File: config.mk
export PLATFORM = sky130hd
export DESIGN_NAME = mux4_scan_ctrl_flat
export DESIGN_NICKNAME = d
export VERILOG_FILES = /design/src/rtl/mux4_scan_ctrl_pkg.sv /design/src/rtl/mux4_scan_ctrl_if.sv /design/src/rtl/mux4_scan_ctrl.sv /design/src/flat_wrapper.sv
export SDC_FILE = /design/constraint.sdc
export NUM_CORES = 1
export LEC_CHECK = 0
export CAP_MARGIN = 20
export CORE_UTILIZATION = 45
export DETAILED_ROUTE_END_ITERATION = 6
export MAX_ROUTING_LAYER = met4
export PLACE_DENSITY = 0.8
export SLEW_MARGIN = 10
export SYNTH_ARGS = -nofsm -noshare
export SYNTH_HDL_FRONTEND = slang
export SYNTH_SLANG_ARGS = --single-unit
File: constraint.sdc
create_clock -name clk -period 2.2 [get_ports clk]
set_input_delay 0.33 -clock clk [delete_from_list [all_inputs] [get_ports clk]]
set_output_delay 0.33 -clock clk [all_outputs]
set_load 0.05 [all_outputs]
File: src/rtl/mux4_scan_ctrl_pkg.sv
// Shared types and sizing for the mux_4to1 scan sequencer.
package mux4_scan_pkg;
  localparam int SEL_W      = 2;
  localparam int N_IN       = 4;
  localparam int SETTLE_MAX = 15;
  localparam int CNT_W      = $clog2(SETTLE_MAX + 1);

  typedef enum logic [1:0] {
    IDLE   = 2'd0,
    SETTLE = 2'd1,
    HOLD   = 2'd2
  } scan_state_e;
endpackage

File: src/rtl/mux4_scan_ctrl_if.sv
// Downstream word handshake of mux4_scan_ctrl; data_parity exists only with MUX4_SCAN_PARITY_EN.
interface mux4_scan_ctrl_if;
  import mux4_scan_pkg::*;
  logic [N_IN-1:0] data;
  logic            data_valid;
  logic            data_ready;
`ifdef MUX4_SCAN_PARITY_EN
  logic            data_parity;

  modport master (output data, output data_valid, output data_parity, input data_ready);
  modport slave  (input data, input data_valid, input data_parity, output data_ready);
`else
  modport master (output data, output data_valid, input data_ready);
  modport slave  (input data, input data_valid, output data_ready);
`endif
endinterface

File: src/rtl/mux4_scan_ctrl.sv
// Steps sel through the four mux inputs, samples each after SETTLE_CYCLES and offers the word.
// Optional MUX4_SCAN_PARITY_EN adds a registered XOR of the captured word.
module mux4_scan_ctrl
  import mux4_scan_pkg::*;
#(
  parameter int unsigned SETTLE_CYCLES = 1
) (
  input  logic             clk,
  input  logic             rst_n,
  input  logic             start,
  input  logic             mux_out,
  output logic [SEL_W-1:0] sel,
  output logic             busy,
  mux4_scan_ctrl_if.master bus
);

  localparam logic [CNT_W-1:0] CNT_LAST = CNT_W'(SETTLE_CYCLES - 1);
  localparam logic [SEL_W-1:0] SEL_LAST = SEL_W'(N_IN - 1);

  scan_state_e      state_q, state_d;
  logic [SEL_W-1:0] sel_q, sel_d;
  logic [CNT_W-1:0] cnt_q, cnt_d;
  logic [N_IN-2:0]  work_q, work_d;
  logic [N_IN-1:0]  data_q, data_d;

  always_ff @(posedge clk or negedge rst_n) begin
    if (!rst_n) begin
      state_q <= IDLE;
      sel_q   <= '0;
      cnt_q   <= '0;
      work_q  <= '0;
      data_q  <= '0;
    end else begin
      state_q <= state_d;
      sel_q   <= sel_d;
      cnt_q   <= cnt_d;
      work_q  <= work_d;
      data_q  <= data_d;
    end
  end

  always_comb begin
    state_d = state_q;
    sel_d   = sel_q;
    cnt_d   = cnt_q;
    work_d  = work_q;
    data_d  = data_q;
    unique case (state_q)
      IDLE: begin
        if (start) begin
          state_d = SETTLE;
          sel_d   = '0;
          cnt_d   = '0;
        end
      end
      SETTLE: begin
        if (cnt_q != CNT_LAST) begin
          cnt_d = cnt_q + 1'b1;
        end else begin
          cnt_d = '0;
          // last sample bypasses work so the word is complete on the same edge
          if (sel_q != SEL_LAST) begin
            work_d[sel_q] = mux_out;
            sel_d         = sel_q + 1'b1;
          end else begin
            data_d  = {mux_out, work_q};
            sel_d   = '0;
            state_d = HOLD;
          end
        end
      end
      HOLD: begin
        if (bus.data_ready) state_d = IDLE;
      end
      default: state_d = IDLE;
    endcase
  end

  assign sel            = sel_q;
  assign busy           = (state_q == SETTLE);
  assign bus.data       = data_q;
  assign bus.data_valid = (state_q == HOLD);

`ifdef MUX4_SCAN_PARITY_EN
  logic par_q;

  always_ff @(posedge clk or negedge rst_n) begin
    if (!rst_n)                     par_q <= 1'b0;
    else if (state_q == SETTLE && state_d == HOLD) par_q <= ^data_d;
  end

  assign bus.data_parity = par_q;
`endif

endmodule

File: src/flat_wrapper.sv
// flat-port wrapper written by rule: the top's interface ports become plain ports
module mux4_scan_ctrl_flat import mux4_scan_pkg::*;
#(
  parameter int unsigned SETTLE_CYCLES = 1
)
  (clk, rst_n, start, mux_out, sel, busy, bus_data, bus_data_valid, bus_data_ready);
  mux4_scan_ctrl_if bus_i ();
  input  logic clk;
  input  logic rst_n;
  input  logic start;
  input  logic mux_out;
  output logic [SEL_W-1:0] sel;
  output logic busy;
  output wire logic [$bits(bus_i.data)-1:0] bus_data;
  output wire logic [$bits(bus_i.data_valid)-1:0] bus_data_valid;
  input wire logic [$bits(bus_i.data_ready)-1:0] bus_data_ready;
  assign bus_data = bus_i.data;
  assign bus_data_valid = bus_i.data_valid;
  assign bus_i.data_ready = bus_data_ready;
  mux4_scan_ctrl #(.SETTLE_CYCLES(SETTLE_CYCLES)) u_core (.clk(clk), .rst_n(rst_n), .start(start), .mux_out(mux_out), .sel(sel), .busy(busy), .bus(bus_i));
endmodule
==> metrics.yaml <==
synth:
  synthTopCellsByCount: "15 x dfrtp_1, 8 x nand3_1, 7 x nand2_1"
  synth_top_cell_area_share: 0.462
  syn_nets: 82
  synth_flop_cell: "dfrtp_1"
  synth_top_family_by_area: "simple AND/OR/NAND/NOR gates"
  seq_area_frac_synth: 0.462
  yosys.cell_count.top_type: "dfrtp_1"
  synth.avg_cell_area_um2: 11.5
  synth_xor_area_frac: 0
  synth.area.top_cells: "dfrtp_1 46%, ha_1 9.2%, mux2_4 7.4%"
  synthMuxAreaShare: 0.128
  synth_compound_area_frac: 0.0538
  synth_simple_gate_area_frac: 0.228
  synthAdderAreaFrac: 0.0923
  ys_ff_latch: 15
  async_reset_ff_frac: 1.00
  synth_edf_count: 0
  yosys.area.top_type: "dfrtp_1"
  synthesis.area_um2: 813
  yosysWarnings: 0
  syn_inst: 71
  ys_types: 28
floorplan:
  start_util: 0.510
  core_area_um2: 1590
  rows: 14
  die_h_um: 44.5
  dieWidth_um: 44.5
  dieArea_um2: 1980
  ios: 13
routing:
  route.met3.wl_um: 96
  drtIter0Drc: 10
  met2_length_um: 668
  drtPass1Iterations: 4
  via_count: 587
  m1WireLength_um: 661
  ant_nets: 0
  top_layer: "met4"
  wl_per_cell_um: 13.3
  drt_wl_total_mm: 1.46
  viasPerCell: 5.34
  drc: 0
worst_setup_path:
  start_kind: "flip-flop"
  max_stage_delay_ns: 0.85
  path_buf_inv: 1
  cp_max_fo: 7
  r2r_end: "u_core.work_q[1]"
  ff2ff_path_depth: 3
  path_delay_family: "buffers and inverters"
  crit_path_cell_trace: "clkdlybuf4s50_1"
  worstPathRequired_ns: 1.87
  critical_path_arrival_ns: 1.62
  r2r_start: "u_core.state_q[1]"
  crit_type: "flip-flop to output port"
  crit_path_end_kind: "output port"
  rrSetupSlack_ns: 0.55
  cp_slowest_cell: "clkdlybuf4s50_1"
global_route:
  grt_pass1_vias: 562
  grt_overflow_total: 0
  grt_usage: 0.191
  antenna_found_initial: 0
  grt_first_pass_wirelength_mm: 2.55
  grt_max_degree: 16
layout:
  fin_nets: 98
  drive_gt1_frac: 0.174
  antennaDiodeCount: 0
  fillCellCount: 135
  syn_to_final_growth_pct: 20.3
  stdcell_count: 110
power:
  ir_worst_vdd_uv: 733
  power_mw: 1.42
  power_density_nw_per_um2: 1450
  p_leak_nw: 0.473
timing:
  max_freq_mhz: 512
  rsz0062_at_grt: "false"
  drv_slew: 0
  fin_crit_ns: 1.95
  finClkSkew_ns: 0.00424
  tightest_slew_ns: 0.659
  hold_viol: 0
  slew_headroom: 0.559
  fin_crit_sh: 0.888
  setup_tns_ns: 0
  setup_viol: 0
clocking:
  postCtsHoldBufs: 0
  clkTransAtPathRegs_ns: 0.09
  post-cts-setup-buffers: 0
  cts_tree: "done"
  clock-root-buffer: "clkbuf_4"
  clockBufferDepth: 2
  htreeDepth: 1
  cts_made_buffers: 3
  insertion_delay_ns: 0.29
  clock-sinks: 15
placement:
  dpl.cell_count: 106
  dp_hpwl_mm: 1.02
  place_congestion: 0.853
  port_buffers: 12
job:
  max_cap_viol_count: 0
min_path:
  min_path_type: "primary input to async pin"
outcome:
  status: "completed"
[power breakdown]
group | internal [mW] | switching (mW)
registers | 0.396 | 0.127
logic | 0.318 | 0.419
clock network | 0.0707 | 0.0927
[logic make-up after synthesis]
| logic type | after synthesis |
|---|---|
| buffers and inverters | 6 |
| and+or+nand+nor | 30 |
| adders and majority gates | 6 |
| DFF | 15 |
| muxes | 8 |
| AOI/OAI and AO/OA | 6 |
[registers in the layout, summed over array words and instances (netlist names)]
signal           count
u_core.sel           2
u_core.state_q       2
u_core.cnt_q         4
u_core.work_q        3
u_core.bus.data      4
[worst max path at each step]
stage / from / end / slack [ns] / cells after the start
2_1_floorplan: u_core.state_q[0] / u_core.work_q[0] / 0.29 / 4
3_3_place_gp: u_core.state_q[0] / bus_data_valid / 0.39 / 2
3_5_place_dp: u_core.state_q[0] / bus_data_valid / 0.37 / 2
4_1_cts: u_core.state_q[0] / bus_data_valid / 0.04 / 2
5_1_grt: u_core.sel[0] / sel[0] / 0.20 / 1
6_report: u_core.sel[0] / sel[0] / 0.25 / 1
[metal layers]
metal	GRT usage	vias to the layer above
li1	-	280
met1	0.229	279
met2	0.288	24
met3	0.0612	4
met4	0.0909	0
met5	-	-
[cell usage in the layout, fill, tap and decap left out, drive strengths merged]
master / synthesis / routed
dfrtp: 15 / 15
clkdlybuf4s50: 0 / 10
nand3: 8 / 8
nand2: 7 / 7
mux2: 7 / 7
ha: 6 / 6
inv: 5 / 5
nor2: 4 / 4
clkbuf: 0 / 4
nand4: 2 / 2
or3b: 2 / 2
nor2b: 1 / 1
and2b: 1 / 1
o21bai: 1 / 1
a22o: 1 / 1
or4b: 1 / 1
o31ai: 1 / 1
nor3b: 1 / 1
a31oi: 1 / 1
nor3: 1 / 1
nand4b: 1 / 1
a21o: 1 / 1
nand3b: 1 / 1
mux2i: 1 / 1
o21ai: 1 / 1
dlymetal6s2s: 0 / 1
buf: 1 / 1
[per-stage QoR]
step	hold WS [ns]	setup slack (ns)	area, um^2	util
3_3_place_gp	0.473	0.389	950	0.596
6_report	0.431	0.246	978	0.614
3_5_place_dp	0.493	0.373	950	0.596
5_1_grt	0.503	0.199	978	0.614
4_1_cts	0.449	0.0397	976	0.612
2_1_floorplan	0.0344	0.293	813	-
[cell type report]
cell class | count | area, um^2 | share of cell area
clock buffer | 4 | 26.3 | 0.0269
sequential | 15 | 375 | 0.384
inverter | 5 | 18.8 | 0.0192
timing repair buffer | 12 | 120 | 0.123
multi-input combinational | 50 | 408 | 0.417
tap | 24 | 30.0 | 0.0307
[timing repair]
action,CTS,global route
resized for setup,0,1
setup endpoints to repair,0,1
endpoints found under the hold margin,0,0
Note: power is estimated with default switching activity, not from simulation.
